**config.mk**
```make
export PLATFORM = sky130hd
export DESIGN_NAME = dma_mem_bridge
export DESIGN_NICKNAME = d
export VERILOG_FILES = /design/src/rtl/dma_mem_bridge.sv
export SDC_FILE = /design/constraint.sdc
export NUM_CORES = 1
export LEC_CHECK = 0
export BUFFER_PORTS_ARGS = -buffer_cell sky130_fd_sc_hd__buf_2
export CAP_MARGIN = 10
export CELL_PAD_IN_SITES_DETAIL_PLACEMENT = 0
export CELL_PAD_IN_SITES_GLOBAL_PLACEMENT = 1
export CORE_ASPECT_RATIO = 0.75
export CORE_MARGIN = 2
export CORE_UTILIZATION = 39
export DETAILED_ROUTE_END_ITERATION = 6
export GPL_ROUTABILITY_DRIVEN = 0
export MAX_ROUTING_LAYER = met4
export PLACE_DENSITY = 0.88
export SKIP_LAST_GASP = 1
export SLEW_MARGIN = 40
export SYNTH_ARGS = -nofsm -noshare
export SYNTH_HDL_FRONTEND = slang
export SYNTH_SLANG_ARGS = --single-unit
```
**constraint.sdc**
```tcl
create_clock -name clk -period 6.05 [get_ports clk]
set_input_delay 0.9075 -clock clk [delete_from_list [all_inputs] [get_ports clk]]
set_output_delay 0.9075 -clock clk [all_outputs]
set_load 0.01 [all_outputs]
```
**src/rtl/dma_mem_bridge.sv**
```systemverilog
// rtl/dma_mem_bridge.sv - DMA engine to single-port memory burst bridge
//
// Takes burst read/write requests (start byte address, beats minus one)
// from the DMA engine, arbitrates between them, and serialises each burst
// into single-beat accesses on one memory port. Only one memory access is
// outstanding at a time.
//
// Optional feature macro: DMA_BRIDGE_CHK_EN
//   defined   : err latches on a misaligned granted address or on a write
//               beat whose wr_last disagrees with the burst length; cleared
//               only by rst.
//   undefined : err is tied to 0 and no check logic exists.
//
// Ports:
//   clk, rst                    clock, synchronous active-high reset
//   rd_req_addr/len/valid/ready read burst request channel
//   rd_rdata/valid/last/ready   read beat return channel
//   wr_req_addr/len/valid/ready write burst request channel
//   wr_data/valid/last/ready    write beat channel
//   mem_addr/we/wdata           memory access (byte address, 1 = write)
//   mem_req_valid/ready         memory request handshake
//   mem_rdata/rvalid            memory read return (single-cycle pulse)
//   err                         sticky protocol error

module dma_mem_bridge #(
  parameter int DATA_WIDTH = 32
) (
  input  logic                  clk,
  input  logic                  rst,
  input  logic [31:0]           rd_req_addr,
  input  logic [4:0]            rd_req_len,
  input  logic                  rd_req_valid,
  output logic                  rd_req_ready,
  output logic [DATA_WIDTH-1:0] rd_rdata,
  output logic                  rd_valid,
  output logic                  rd_last,
  input  logic                  rd_ready,
  input  logic [31:0]           wr_req_addr,
  input  logic [4:0]            wr_req_len,
  input  logic                  wr_req_valid,
  output logic                  wr_req_ready,
  input  logic [DATA_WIDTH-1:0] wr_data,
  input  logic                  wr_valid,
  input  logic                  wr_last,
  output logic                  wr_ready,
  output logic [31:0]           mem_addr,
  output logic                  mem_we,
  output logic [DATA_WIDTH-1:0] mem_wdata,
  output logic                  mem_req_valid,
  input  logic                  mem_req_ready,
  input  logic [DATA_WIDTH-1:0] mem_rdata,
  input  logic                  mem_rvalid,
  output logic                  err
);

  typedef enum logic [2:0] {
    IDLE,
    RD_ADDR,
    RD_WAIT,
    RD_BEAT,
    WR_DATA,
    WR_ISSUE
  } state_t;

  state_t      state;
  logic        last_wr;    // 1 = previous grant went to write
  logic [31:0] cur_addr;
  logic [4:0]  cur_len;
  logic [4:0]  beat;

  logic        grant_rd;
  logic        grant_wr;
  logic        beat_is_last;
  logic [31:0] next_addr;

  // On a tie the channel not served last wins; last_wr resets to read so
  // the very first tie goes to write.
  always_comb begin
    grant_wr = 1'b0;
    grant_rd = 1'b0;
    if (state == IDLE) begin
      grant_wr = wr_req_valid && (!rd_req_valid || !last_wr);
      grant_rd = rd_req_valid && !grant_wr;
    end
  end

  assign rd_req_ready = grant_rd;
  assign wr_req_ready = grant_wr;

  assign beat_is_last = (beat == cur_len);
  // Byte address step wraps naturally at 2^32.
  assign next_addr    = cur_addr + 32'd4;

  always_ff @(posedge clk) begin
    if (rst) begin
      state         <= IDLE;
      last_wr       <= 1'b0;
      cur_addr      <= 32'd0;
      cur_len       <= 5'd0;
      beat          <= 5'd0;
      rd_rdata      <= '0;
      rd_valid      <= 1'b0;
      rd_last       <= 1'b0;
      wr_ready      <= 1'b0;
      mem_addr      <= 32'd0;
      mem_we        <= 1'b0;
      mem_wdata     <= '0;
      mem_req_valid <= 1'b0;
    end else begin
      case (state)
        IDLE: begin
          if (grant_wr) begin
            state    <= WR_DATA;
            last_wr  <= 1'b1;
            cur_addr <= wr_req_addr;
            cur_len  <= wr_req_len;
            beat     <= 5'd0;
            wr_ready <= 1'b1;
          end else if (grant_rd) begin
            state         <= RD_ADDR;
            last_wr       <= 1'b0;
            cur_addr      <= rd_req_addr;
            cur_len       <= rd_req_len;
            beat          <= 5'd0;
            mem_addr      <= rd_req_addr;
            mem_we        <= 1'b0;
            mem_req_valid <= 1'b1;
          end
        end

        RD_ADDR: begin
          if (mem_req_ready) begin
            mem_req_valid <= 1'b0;
            state         <= RD_WAIT;
          end
        end

        RD_WAIT: begin
          if (mem_rvalid) begin
            rd_rdata <= mem_rdata;
            rd_valid <= 1'b1;
            rd_last  <= beat_is_last;
            state    <= RD_BEAT;
          end
        end

        // Beat outputs stay frozen until the engine takes them.
        RD_BEAT: begin
          if (rd_ready) begin
            rd_valid <= 1'b0;
            rd_last  <= 1'b0;
            if (beat_is_last) begin
              state <= IDLE;
            end else begin
              beat          <= beat + 5'd1;
              cur_addr      <= next_addr;
              mem_addr      <= next_addr;
              mem_we        <= 1'b0;
              mem_req_valid <= 1'b1;
              state         <= RD_ADDR;
            end
          end
        end

        WR_DATA: begin
          if (wr_valid) begin
            mem_wdata     <= wr_data;
            mem_addr      <= cur_addr;
            mem_we        <= 1'b1;
            mem_req_valid <= 1'b1;
            wr_ready      <= 1'b0;
            state         <= WR_ISSUE;
          end
        end

        // Writes are posted: acceptance by memory completes the beat.
        WR_ISSUE: begin
          if (mem_req_ready) begin
            mem_req_valid <= 1'b0;
            mem_we        <= 1'b0;
            if (beat_is_last) begin
              state <= IDLE;
            end else begin
              beat     <= beat + 5'd1;
              cur_addr <= next_addr;
              wr_ready <= 1'b1;
              state    <= WR_DATA;
            end
          end
        end

        default: begin
          state <= IDLE;
        end
      endcase
    end
  end

`ifdef DMA_BRIDGE_CHK_EN
  logic err_q;
  logic wr_last_bad;
  logic addr_bad;

  assign wr_last_bad = (state == WR_DATA) && wr_valid && (wr_last != beat_is_last);
  assign addr_bad    = (grant_wr && (wr_req_addr[1:0] != 2'b00)) ||
                       (grant_rd && (rd_req_addr[1:0] != 2'b00));

  always_ff @(posedge clk) begin
    if (rst) begin
      err_q <= 1'b0;
    end else if (wr_last_bad || addr_bad) begin
      err_q <= 1'b1;
    end
  end

  assign err = err_q;
`else
  // wr_last only feeds the protocol check; keep it visibly consumed.
  logic unused_wr_last;
  assign unused_wr_last = wr_last;
  assign err            = 1'b0;
`endif

endmodule
```
After elaboration in Yosys (flattened, before gate mapping)
Cells that the tools add are included.

Flip-flop bits (word level): 147. Input port bits: 147. Output and inout bits: 104. Word-level logic and storage cells: 111.

$add $sub $neg: 2. Equal/unequal tests: 18. Mux-type cells: 53. Reduce and logical (&&, ||, !) cells: 25.

Operators with widths (number): $mux W32 (9); $pmux W32 S3 (2); $mux W5 (7); $add A32 B3 Y32 const B (1); $mux W3 (8); $mux W1 (20); $ne A2 B2 Y1 const B (10); $pmux W3 S6 (1); $pmux W5 S3 (1); $reduce_and A7 Y1 (2); $reduce_and A6 Y1 (2); $reduce_bool A3 Y1 (3); $pmux W1 S4 (2); $reduce_bool A4 Y1 (2); $eq A3 B2 Y1 const B (2); $eq A3 B3 Y1 const B (2); $reduce_and A2 Y1 (3); $add A5 B1 Y5 const B (1); $eq A5 B5 Y1 (1); $reduce_and A5 Y1 (1); $pmux W1 S2 (2); $reduce_and A4 Y1 (1); $reduce_bool A2 Y1 (2); $eq A3 B1 Y1 const B (1); 9 further kinds (12).

Logic depth before layout (Yosys ltp)
Word-level depth: 9. Mapped depth: 9. Gate-level depth less buffers: 6.

Least setup slack after synthesis
No wires, ideal clock.

Kind: input-to-output. From: input wr_req_valid. To: output wr_req_ready. Arrival time: 1624 ps. Required time: 5142 ps. Path slack: 3518 ps. Stages on the path: 4. Path buffers: 1. Cells stage by stage: a21boi_1 nand2_1 inv_2 buf_6.

Longest elaborated chain between the ends: 2.

Ends and longest elaborated chain: start, declared (RTL line 40) `input logic wr_req_valid,`; $logic_and A1 B1 Y1 (RTL line 82) `grant_wr = wr_req_valid && (!rd_req_valid || !last_wr);`; $mux W1 (RTL line 81) `if (state == IDLE) begin`; end, declared (RTL line 41) `output logic wr_req_ready,`.

No other way between the ends.

Final worst setup path
From: input rd_req_valid. To: output wr_req_ready.

Longest elaborated chain between the ends: 4.

Ends and longest elaborated chain: start, declared (RTL line 32) `input logic rd_req_valid,`; $logic_not A1 Y1 (RTL line 82); $logic_or A1 B1 Y1 (RTL line 82); $logic_and A1 B1 Y1 (RTL line 82); $mux W1 (RTL line 81).

No other way between the ends.

==> flow_summary.yaml <==
outcome:
  outcome: "complete, no violations"
timing:
  slew_viol_final: 0
  skew_ns: 0.0111
  finalHoldViolations: 0
  timing.final.crit_share: 0.566
  setup_violations: 0
  relSlewSlack: 0.428
  fin_setup_tns_ns: 0
  worst_slew_pin_slew_ns: 0.850
  fmax_mhz: 292
  rsz0062_at_grt: "no"
  timing.final.crit_period_ns: 3.43
setup_path:
  worst-setup-path-type: "primary input to primary output"
  cp_data_required_time_ns: 5.14
  critPathMaxStageDelay_ns: 0.44
  cp-startpoint: "rd_req_valid"
  worstPathMaxFanout: 15
  cp_top_family: "buffers and inverters"
  cp-end-kind: "primary output"
  path_common_cell: "buf_2"
  crit_buf_inv: 4
  crit_chain: "buf_2 > a21boi_1 > buf_4 > nand2_1 > inv_2 > buf_2"
  cp.arrival_ns: 2.52
  slowest_stage: "inv_2"
  r2r-start: "state[2]$_SDFFE_PP0P_"
  startpoint_type: "primary input"
cts:
  cts_max_path_buffers: 2
  cts_root_buffer: "clkbuf_16"
  postCtsHoldBufs: 0
  cts_setup_buffers: 0
  cts_buffers: 17
  cts.sinks: 147
  clkSlewWorstSetupHoldPaths_ns: 0.07
  cts_tree: "yes"
  clock_latency_ns: 0.43
  htree_levels: 4
  cts_resized: 0
place:
  portBuffers: 248
  dpl_cell_area_um2: 9170
  dp.cells: 1463
  dp_hpwl_mm: 18.8
yosys:
  async_reset_ff_frac: 0
  synth_common_cells: "nand2_1 (199), a21oi_1 (160), dfxtp_1 (147)"
  syn-cell-area_um2: 7910
  ys.flop_type: "dfxtp_1"
  synthCells: 1039
  yosys_warnings: 0
  synthTopCellsByArea: "dfxtp_1 (37%), a21oi_1 (10%), nand2_1 (9.4%)"
  yosys.cell_count.top_type: "nand2_1"
  yosysUniqueCellTypes: 80
  synth_nets: 1188
  syn_avg_cell_area_um2: 7.61
  synth.largest_area_cell: "dfxtp_1"
  synth_edf_count: 0
  synth-seq-area-share: 0.372
  synth_top_area_frac: 0.372
  synth_seq_cells: 147
power:
  p_total_w: 0.00337
  ir_drop_uv: 149
  power.leakage_nw: 3.95
  p_per_area_nw_per_um2: 343
route:
  drc: 0
  drt-vias-per-instance: 5.79
  antenna_left: 0
  wl_per_cell_um: 18.7
  drt-initial-drc-count: 1014
  first_pass_iters: 5
  num_vias: 8670
  finalWirelength_mm: 28.0
layout:
  drive_gt1_frac: 0.273
  area_delta_synth_final_pct: 24.2
  final_area_um2: 9820
  instances_no_fill: 1498
  n_fill_cell: 2035
  fin_nets: 1374
global_route:
  antenna_found_initial: 2
  grt_overflow_total: 0
  grt_max_degree: 73
  grt_pass1_wl_mm: 43.6
  track_usage: 0.267
  first_global_vias: 7930
die:
  die_w_um: 168
  boundaryPins: 251
  design.core.area_um2: 20000
  die_y_um: 127
  start_util: 0.394
  row_count: 45
  die-area_um2: 21400
worst_hold_path:
  min_path_type: "register to register"
  hold_start: "rd_rdata[22]$_SDFFE_PP0P_"
flow_run:
  cap_violations: 0
[worst paths after layout]
| check | depth (start not counted) | to | slack (ns) |
|---|---|---|---|
| max | 6 | wr_req_ready | 2.62 |
| min | 2 | rd_rdata[22]$_SDFFE_PP0P_ | 0.45 |
| max reg2reg | 5 | mem_addr[13]$_SDFFE_PP0P_ | 3.09 |
| min reg2reg | 2 | rd_rdata[22]$_SDFFE_PP0P_ | 0.45 |
[state kept, by name, indices dropped and copies added, names as in the netlist]
register	flops
beat	5
cur_addr	32
cur_len	5
last_wr	1
mem_addr	32
mem_req_valid	1
mem_wdata	32
mem_we	1
rd_last	1
rd_rdata	32
rd_valid	1
state	3
wr_ready	1
[worst reg2reg max path, stage by stage (launching register included)]
cell and delay (ns):
dfxtp_1 0.79, nor3b_2 0.80, nor2_4 0.27, buf_8 0.24, a221oi_1 0.57, a211oi_1 0.15
[cells by family (layout without fill, tap and decap cells)]
| group | count (synthesis) | count (layout) | share of synthesized area |
|---|---|---|---|
| AO/OA/AOI/OAI | 368 | 368 | 0.290 |
| buffers and inverters | 111 | 310 | 0.0658 |
| flip-flops | 147 | 147 | 0.372 |
| other | 1 | 3 | 0.000474 |
| AND/OR/NAND/NOR | 383 | 383 | 0.233 |
| multiplexers | 19 | 19 | 0.0255 |
| adder cells (fa/ha/maj) | 2 | 2 | 0.00317 |
| XOR/XNOR | 8 | 8 | 0.00886 |
[where the power goes]
group,internal (W),switching (W)
registers,0.00111,0.000159
logic,0.000374,0.000619
clock network,0.000628,0.000483
total,0.00211,0.00126
[layout make-up]
type	instances	area, um2	area share
Multi-Input combinational cell	781	4500	0.458
Timing Repair Buffer	266	1390	0.142
Clock buffer	17	425	0.0433
Inverter	12	45.0	0.00459
Clock inverter	15	185	0.0189
Sequential cell	147	2940	0.300
Antenna cell	2	5.00	0.000510
Tap cell	258	323	0.0329
[metrics by stage]
step / hold WS [ns] / setup slack (ns) / util
after detailed placement: 0.443 / 2.55 / 0.458
after floorplan: 0.473 / 3.52 / -
after global placement: 0.439 / 2.60 / 0.457
after CTS: 0.453 / 2.62 / 0.488
final: 0.452 / 2.62 / 0.490
after global routing: 0.470 / 2.50 / 0.490
[layout by cell type, fill, tap and decap left out, types with 4 or more instances in the layout]
cell type,n
inv_1,10
a211oi_1,7
nor2b_1,7
and2_1,6
or3_1,6
dfxtp_1,146
xnor2_1,5
inv_6,8
mux2i_1,10
clkbuf_16,17
mux2_2,9
and3_1,10
nand4b_1,4
nand3_1,34
nor2_1,42
nand2_1,197
o22a_1,4
nor3_1,17
nor4_1,11
nand4_1,14
buf_4,17
o21ai_0,67
a21oi_1,160
a31oi_1,8
o32ai_1,7
a311oi_1,32
o21a_1,5
o31a_1,6
o211ai_1,15
buf_2,247
a22oi_1,15
nand2b_1,5
[per-layer routing]
metal / vias to the layer above / share of wire / global-route usage
met2: 432 / 0.42 / 0.370
met1: 4034 / 0.46 / 0.378
li1: 4158 / - / -
met3: 46 / 0.091 / 0.0604
met5: - / 0 / -
met4: 0 / 0.023 / 0.0953
No activity file was read; power rests on OpenSTA's default activity.
